--- src/rtl/vdp_port_ctrl.sv ---
// VDP CPU port controller: two-byte control writes, auto-incrementing data writes to VRAM/CRAM.
// Optional VDP_REGWR_EN macro enables register writes on code-2 control words.
module vdp_port_ctrl (
    input  logic        clk,
    input  logic        rst_n,
    input  logic [7:0]  wrdata,
    input  logic        ctrl_wr,
    input  logic        data_wr,
    input  logic        ctrl_rd,
    output logic [4:0]  cram_addr,
    output logic [7:0]  cram_wrdata,
    output logic        cram_wren,
    output logic [13:0] vram_addr,
    output logic [7:0]  vram_wrdata,
    output logic        vram_wren,
    output logic [3:0]  reg_idx,
    output logic [7:0]  reg_data,
    output logic        reg_wr,
    output logic [1:0]  code
);

    localparam logic [0:0] ST_FIRST  = 1'b0;
    localparam logic [0:0] ST_SECOND = 1'b1;

    logic [13:0] addr_q;
    logic [1:0]  code_q;
    logic [0:0]  state_q;

    assign code = code_q;

    // NOTE: sequential state uses non-blocking assignments so every register samples pre-edge values.
    always_ff @(posedge clk or negedge rst_n) begin
        if (!rst_n) begin
            addr_q      <= '0;
            code_q      <= '0;
            state_q     <= ST_FIRST;
            cram_addr   <= '0;
            cram_wrdata <= '0;
            cram_wren   <= 1'b0;
            vram_addr   <= '0;
            vram_wrdata <= '0;
            vram_wren   <= 1'b0;
        end else begin
            // Strobes default low; address/data outputs keep their last value.
            cram_wren <= 1'b0;
            vram_wren <= 1'b0;
            if (data_wr) begin
                if (code_q == 2'd3) begin
                    cram_wren   <= 1'b1;
                    cram_addr   <= addr_q[4:0];
                    cram_wrdata <= wrdata;
                end else begin
                    vram_wren   <= 1'b1;
                    vram_addr   <= addr_q;
                    vram_wrdata <= wrdata;
                end
                addr_q  <= addr_q + 14'd1;
                state_q <= ST_FIRST;
            end else if (ctrl_wr) begin
                if (state_q == ST_FIRST) begin
                    addr_q[7:0] <= wrdata;
                    state_q     <= ctrl_rd ? ST_FIRST : ST_SECOND;
                end else begin
                    addr_q[13:8] <= wrdata[5:0];
                    code_q       <= wrdata[7:6];
                    state_q      <= ST_FIRST;
                end
            end else if (ctrl_rd) begin
                state_q <= ST_FIRST;
            end
        end
    end

`ifdef VDP_REGWR_EN
    logic [7:0] first_q;

    always_ff @(posedge clk or negedge rst_n) begin
        if (!rst_n) begin
            first_q  <= '0;
            reg_wr   <= 1'b0;
            reg_idx  <= '0;
            reg_data <= '0;
        end else begin
            reg_wr <= 1'b0;
            if (!data_wr && ctrl_wr) begin
                if (state_q == ST_FIRST) begin
                    first_q <= wrdata;
                end else if (wrdata[7:6] == 2'd2) begin
                    reg_wr   <= 1'b1;
                    reg_idx  <= wrdata[3:0];
                    reg_data <= first_q;
                end
            end
        end
    end
`else
    assign reg_wr   = 1'b0;
    assign reg_idx  = '0;
    assign reg_data = '0;
`endif

endmodule

--- config.mk ---
export PLATFORM = sky130hd
export DESIGN_NAME = vdp_port_ctrl
export DESIGN_NICKNAME = d
export VERILOG_FILES = /design/src/rtl/vdp_port_ctrl.sv
export SDC_FILE = /design/constraint.sdc
export NUM_CORES = 1
export LEC_CHECK = 0
export ABC_AREA = 0
export CAP_MARGIN = 20
export CORE_ASPECT_RATIO = 1.25
export CORE_UTILIZATION = 51
export CTS_CLUSTER_DIAMETER = 200
export DETAILED_ROUTE_END_ITERATION = 10
export PLACE_DENSITY = 0.84
export SLEW_MARGIN = 40
export SYNTH_ARGS = -nofsm -noshare
export SYNTH_HDL_FRONTEND = slang
export SYNTH_SLANG_ARGS = --single-unit
--- constraint.sdc ---
create_clock -name clk -period 3.44 [get_ports clk]
set_input_delay 0.688 -clock clk [delete_from_list [all_inputs] [get_ports clk]]
set_output_delay 0.688 -clock clk [all_outputs]
set_load 0.05 [all_outputs]
**Word-level counts from Yosys, hierarchy flattened**

Index checks and enable logic that the tools add are counted.

- Flip-flop bits (word level): 54
- Input port bits: 13

- Equality and inequality tests: 2
- Muxes and demuxes: 13
- Reduce and logical (&&, ||, !) cells: 8
- Bitwise logic cells: 2
- $add $sub $neg: 1

Operators with widths:

| operator | count |
|---|---|
| 2-to-1 mux 14 bit | 2 |
| adder 14 x 1 -> 14 bit, second input constant | 1 |
| 2-to-1 mux 1 bit | 9 |
| 2-to-1 mux 8 bit | 1 |
| AND reduction 2 bit | 4 |
| 2-to-1 mux 6 bit | 1 |
| nonzero test 2 bit | 2 |
| AND reduction 3 bit | 1 |
| nonzero test 3 bit | 1 |
| equality test 2 bit, second input constant | 1 |
| inequality test 2 bit, second input constant | 1 |
| NOT 1 bit | 2 |

**Longest topological paths before layout**

Gate-level depths: netlist of run 1.

- Depth in word-level cells: 4
- Mapped depth: 5

**Worst setup path after synthesis of run 1**

OpenSTA, ideal clock, no wires.

- Path type: input -> register
- Start: input data_wr
- End: register vram_wrdata[4]
- Arrival: 1.532 ns
- Required time: 3.315 ns
- Buffers on the path: 1
- Cell stages on the path: 4
- Path slack: 1.783 ns
- Cells stage by stage: inv_1 a21oi_2 buf_2 mux2_2

- Word-level cells in the longest chain between the ends: 1

Ends and longest elaborated chain:

| item | line | RTL |
|---|---|---|
| from (decl) | 8 | `input logic data_wr,` |
| AND reduction 2 bit (no source line) | - |  |
| to (signal assigned) | 55 | `vram_wrdata <= wrdata;` |
| to (decl) | 14 | `output logic [7:0] vram_wrdata,` |

No other way between the ends.
A chain may end at the register's enable or synchronous reset.

**Worst setup path in the final report of run 1**

- Start: register code_q[0], in the netlist code[0]
- End: output code[0]

RTL lines:

| item | line | RTL |
|---|---|---|
| from (decl) | 26 | `logic [1:0] code_q;` |
| from (signal assigned) | 65 | `code_q <= wrdata[7:6];` |
| to (decl) | 19 | `output logic [1:0] code` |

No word-level cell between the ends.

==> metrics.yaml, run 1 <==
status:
  status: "finished, final reports clean"
clock_tree:
  ctsHoldBuffers: 0
  clock_sinks: 54
  cts_max_level: 2
  cts_root_buf: "clkbuf_8"
  postCtsResizedCells: 0
  clk_pin_slew_ns: 0.09
  numCtsBuffers: 5
  worstSkewPairLatency_ns: 0.30
  cts_tree: "yes"
  cts_setup_buffers: 0
  clockBufferDepth: 2
logic_synthesis:
  synth.yosys.seq_area_share_pct: 56.8
  synth_top_area_cell: "dfrtp_1"
  yosysUniqueCellTypes: 32
  synth_area_mm2: 0.00238
  ys.flop_type: "dfrtp_1"
  yosys-top-cells-area: "dfrtp_1 (57%), mux2_2 (17%), buf_4 (4.4%)"
  syn_inst: 191
  yosysWarnings: 0
  yosys_register_bits: 54
  synth_top_area_share_pct: 56.8
  synth.avg_cell_area_um2: 12.5
  ys_async_sr_fraction_pct: 100
  synth_edf_count: 0
critical_path:
  r2r_end: "addr_q[12]"
  cp_slowest_cell: "clkdlybuf4s50_1"
  cp-end-kind: "output pin"
  critPathKind: "reg -> out"
  worstPathMaxFanout: 4
  crit_family: "buffers and inverters"
  critPathArrivalTime_ns: 1.57
  required_ns: 2.75
  crit_chain: "clkdlybuf4s50_1"
  slowest_delay_ns: 0.84
  r2r-start: "addr_q[0]"
  worst_setup_path_start_kind: "register"
  r2r_setup_slack_ns: 1.70
  worstRegToRegCells: 5
  critPathBufInv: 1
power_and_ir_drop:
  ir_worst_vdd_v: 0.000485
  power.leakage_nw: 1.27
  power_density_mw_per_mm2: 869
  total_power_w: 0.00261
drt:
  drtIter0Drc: 36
  firstDrtPassIters: 4
  antenna_left: 0
  drt_drc_violations_left: 0
  vias: 1658
  via_per_inst: 5.47
  wirelength_um: 4890
  wl_per_cell_um: 16.1
floorplan:
  rows: 27
  die_y_um: 78.4
  initial_core_util_pct: 53.4
  ios: 65
  die_x_um: 63.1
  die_area_mm2: 0.00495
  coreArea_mm2: 0.00446
place:
  dp.final_hpwl_um: 3630
  dp_slack_ns: 0.876
  place_congestion: 0.847
  dp.cells: 295
  place_area_mm2: 0.00290
  numPortBuffers: 51
worst_hold_path:
  hold_path.class: "in -> async"
final_layout:
  area_growth_pct: 26.2
  num_antenna_cells: 0
  drive_gt1_share_pct: 21.2
  fin_area_mm2: 0.00300
  mostFrequentLayoutCells: "dfrtp_1 (54), clkdlybuf4s50_1 (50), mux2_2 (35)"
  nNetsFinal: 258
  final_common_cell: "dfrtp_1"
  fin_cells: 303
grt:
  grt_pass1_vias: 1626
  grt_max_degree: 29
  gr-total-overflow: 0
  grt_first_pass_wirelength_um: 7910
  track_usage_pct: 21.3
  antenna_found_initial: 0
sta:
  finalSetupViolations: 0
  clock.fmax_mhz: 442
  finalWorstSetupSlack_ns: 1.18
  hold_violations: 0
  post-route-period-util_pct: 65.7
  rsz0062_at_grt: "false"
  slew_violations: 0
  finalCriticalPeriod_ns: 2.26
  worst_slew_pin_slew_ns: 0.654
  slew_headroom_pct: 56.3
  tns_ns: 0
  clock_skew_ns: 0.00569
run:
  maxCapViolCount: 0
==> final cells by class <==
type                            count  area (um2)
Inverter                            4        15.0
Clock buffer                        7        76.3
Clock inverter                      1        30.0
Fill cell                         351        1460
Sequential cell                    54        1350
Tap cell                           58        72.6
Timing Repair Buffer               55         536
Multi-Input combinational cell    124         922
==> per-layer routing <==
metal | up-vias | GRT usage (%) | part of all wire (%)
met4 | 0 | 10.5 | 3.2
met5 | - | 0 | 0
met1 | 837 | 26.4 | 41
met3 | 12 | 4.07 | 3.8
met2 | 42 | 35.5 | 52
li1 | 767 | - | -
==> cells in the mapped netlist (all sizes together) (2+ instances only) <==
cell type  count
nor3           2
inv            4
clkbuf         3
and3           4
a21oi          7
o221a          3
a211oi         8
and4           4
mux2          35
nand3          5
nand4          5
a31oi          2
nor2           7
xor2           2
nand2         12
o21ai          4
dfrtp         54
buf           18
nor2b          2
==> registers in the layout, indices dropped and copies added, names as in the netlist <==
signal	cells
addr_q	14
vram_addr	14
cram_wrdata	8
vram_wrdata	8
cram_addr	5
code	2
cram_wren	1
state_q	1
vram_wren	1
==> kinds of logic (layout without fill, tap and decap cells) <==
| kind of cell | Yosys count | in the layout | synth area share (%) |
|---|---|---|---|
| other | 1 | 13 | 0.158 |
| and+or+nand+nor | 43 | 43 | 9.57 |
| AOI/OAI and AO/OA | 28 | 28 | 8.52 |
| xor gates and xnor gates | 3 | 3 | 1.10 |
| DFF | 54 | 54 | 56.8 |
| muxes | 36 | 36 | 17.0 |
| buffers and inverters | 25 | 67 | 6.36 |
| adders and majority gates | 1 | 1 | 0.526 |
==> where the power goes <==
group | internal, W | total (W) | leakage, nW | switching (W)
logic | 0.000439 | 0.00122 | 0.587 | 0.000785
clock network | 0.000218 | 0.000411 | 0.0524 | 0.000193
registers | 0.000830 | 0.000974 | 0.629 | 0.000144
total | 0.00149 | 0.00261 | 1.27 | 0.00112
==> through the flow <==
step	hold slack, ns	utilization, %
after detailed placement	0.494	65.0
after floorplan	0.392	-
final	0.378	67.3
after CTS	0.398	67.3
after global routing	0.420	67.3
after global placement	0.481	65.0
==> worst max path at each step <==
stage                        from             end  slack (ns)  cells past startpoint
after floorplan           data_wr  vram_wrdata[4]        1.78                      4
after global placement    data_wr  cram_wrdata[5]        0.94                      4
after detailed placement  data_wr  cram_wrdata[5]        0.88                      4
after CTS                 code[0]         code[0]        1.18                      1
after global routing      code[0]         code[0]        1.13                      1
final                     code[0]         code[0]        1.18                      1
Power figures use the tool's default switching activity.
==> inputs of run 2 (changes only) <==
Settings changed: CORE_UTILIZATION 51 to 48, PLACE_DENSITY 0.84 to 0.8.
Clock period 3.44 ns to 2.15 ns, I/O delays scaled along.
==> metrics.yaml, run 2 (same netlist as run 1, synthesis figures left out) <==
status:
  status: "finished, final reports clean"
clock_tree:
  clk_pin_slew_ns: 0.09  # about the same
  worstSkewPairLatency_ns: 0.30  # about the same
  numCtsBuffers: 5  # unchanged
  postCtsResizedCells: 0  # unchanged
  ctsHoldBuffers: 0  # unchanged
  clock_sinks: 54  # unchanged
  clockBufferDepth: 2  # unchanged
  cts_max_level: 2  # unchanged
  cts_tree: "yes"
  cts_root_buf: "clkbuf_8"
  cts_setup_buffers: 0  # unchanged
floorplan:
  die_area_mm2: 0.00525  # +6.1%
  initial_core_util_pct: 49.9  # -3.4 points
  die_y_um: 80.7  # +3.0%
  die_x_um: 65.0  # +3.0%
  coreArea_mm2: 0.00476  # +6.8%
  ios: 65  # unchanged
  rows: 28  # +3.7%
power_and_ir_drop:
  p_clk_share_pct: 13.1  # -2.6 points
  ir_worst_vdd_v: 0.00100  # +110%
  comb_power_share_pct: 48.4  # +1.5 points
  p_int_w: 0.00226  # +52%
  p_switching_w: 0.00177  # +58%
  seq_power_share_pct: 38.6  # +1.3 points
  power_density_mw_per_mm2: 1330  # +53%
  switching_share_pct: 43.9  # +0.86 points
  power.leakage_nw: 1.28  # +1.1%
drt:
  antenna_left: 0  # unchanged
  drtIter0Drc: 62  # +72%
  wirelength_um: 4640  # -5.1%
  vias: 1656  # -0.12%
  via_per_inst: 5.36  # -2.1%
  wl_per_cell_um: 15.0  # -6.9%
  firstDrtPassIters: 4  # unchanged
  drt_drc_violations_left: 0  # unchanged
grt:
  track_usage_pct: 19.6  # -1.7 points
  grt_max_degree: 55  # +90%
  grt_first_pass_wirelength_um: 7530  # -4.8%
  grt_pass1_vias: 1537  # -5.5%
  antenna_found_initial: 0  # unchanged
  gr-total-overflow: 0  # unchanged
final_layout:
  top_regs: "addr_q (14), vram_addr (14)"
  drive_gt1_share_pct: 22.5  # +1.3 points
  multiInputGateArea_um2: 922  # unchanged
  fin_cells: 309  # +2.0%
  mostFrequentLayoutCells: "dfrtp_1 (54), clkdlybuf4s50_1 (50), mux2_2 (35)"
  nNetsFinal: 263  # +1.9%
  final_common_cell: "dfrtp_1"
  area_growth_pct: 27.1
  nFillCells: 407  # +16%
  regArea_mm2: 0.00135  # unchanged
  num_antenna_cells: 0  # unchanged
sta:
  rsz0062_at_grt: "false"
  worst_slew_pin_slew_ns: 0.519  # -0.136 ns
  slew_headroom_pct: 65.3  # +9.1 points
  slew_violations: 0  # unchanged
  hold_violations: 0  # unchanged
  tns_ns: 0  # unchanged
  clock.fmax_mhz: 498
  clock_skew_ns: 0.00213  # -0.00356 ns
  finalCriticalPeriod_ns: 2.01
  finalSetupViolations: 0  # unchanged
  post-route-period-util_pct: 93.4
critical_path:
  worstRegToRegCells: 5  # unchanged
  critPathKind: "reg -> out"
  critPathArrivalTime_ns: 1.58  # about the same
  crit_family: "buffers and inverters"
  cp_num_cells: 1  # unchanged
  cp-end-kind: "output pin"
  cp_slowest_cell: "clkdlybuf4s50_1"
  critPathBufInv: 1  # unchanged
  required_ns: 1.72  # -1.03 ns
  worst_setup_path_start_kind: "register"
  worstPathMaxFanout: 4  # unchanged
  crit_chain: "clkdlybuf4s50_1"
  slowest_delay_ns: 0.83  # about the same
place:
  dp.cells: 302  # +2.4%
  numPortBuffers: 51  # unchanged
  place_congestion: 0.823  # -2.8%
  dp.final_hpwl_um: 3270  # -9.9%
worst_hold_path:
  hold_path.class: "in -> async"
run:
  maxCapViolCount: 0  # unchanged
## run 2: changes by cell type in the layout (fill, tap and decap cells not counted)
| cell | before | now |
|---|---|---|
| buf_4 | 4 | 8 |
| bufinv_16 | 1 | 0 |
| buf_12 | 0 | 1 |
## run 2: area by class of cell
| type | count | share of cell area, % |
|---|---|---|
| timing repair buffer | 60 | 19.4 |
| sequential | 54 | 44.7 |
| inverter | 4 | 0.496 |
| multi-input combinational | 124 | 30.5 |
| clock buffer | 7 | 2.52 |
| tap | 60 | 2.48 |
## run 2: metrics by stage
step / utilization, % / area [um2] / setup WS, ns / power [W] / hold slack, ns
global placement: 61.9 / 2950 / 0.260 / 0.00351 / 0.446
CTS: 63.5 / 3030 / 0.136 / 0.00406 / 0.116
detailed placement: 61.9 / 2950 / 0.219 / 0.00354 / 0.446
finish: 63.5 / 3030 / 0.141 / 0.00403 / 0.0991
global route: 63.5 / 3030 / 0.0988 / 0.00423 / 0.113
floorplan: - / 2420 / 0.575 / 0.00288 / 0.134
## run 2: path summary, 6_finish.rpt
kind	endpoint	slack, ns	startpoint
max in group asynchronous	code[0]	1.80	rst_n
min in group clk	cram_wrdata[4]	0.49	cram_wrdata[4]
hold reg to reg	cram_wrdata[4]	0.49	cram_wrdata[4]
hold / removal	cram_wrdata[6]	0.1	rst_n
setup reg to reg	addr_q[12]	0.45	addr_q[0]
setup / recovery	code[1]	0.14	code[1]
## run 2: power groups by stage
stage	logic, W	clock network (W)	registers, W
final	0.00195	0.000527	0.00156
after global routing	0.00204	0.000591	0.00161
after CTS	0.00196	0.000539	0.00156
after detailed placement	0.00196	0	0.00158
after global placement	0.00194	0	0.00157
after floorplan	0.000478	0	0.00240
## run 2: routing by layer
layer	up-vias	global-route usage, %	wire length (um)
li1	781	-	-
met1	819	24.9	2050
met2	47	31.4	2240
met3	9	4.69	229
met4	0	9.11	121
met5	-	0	0
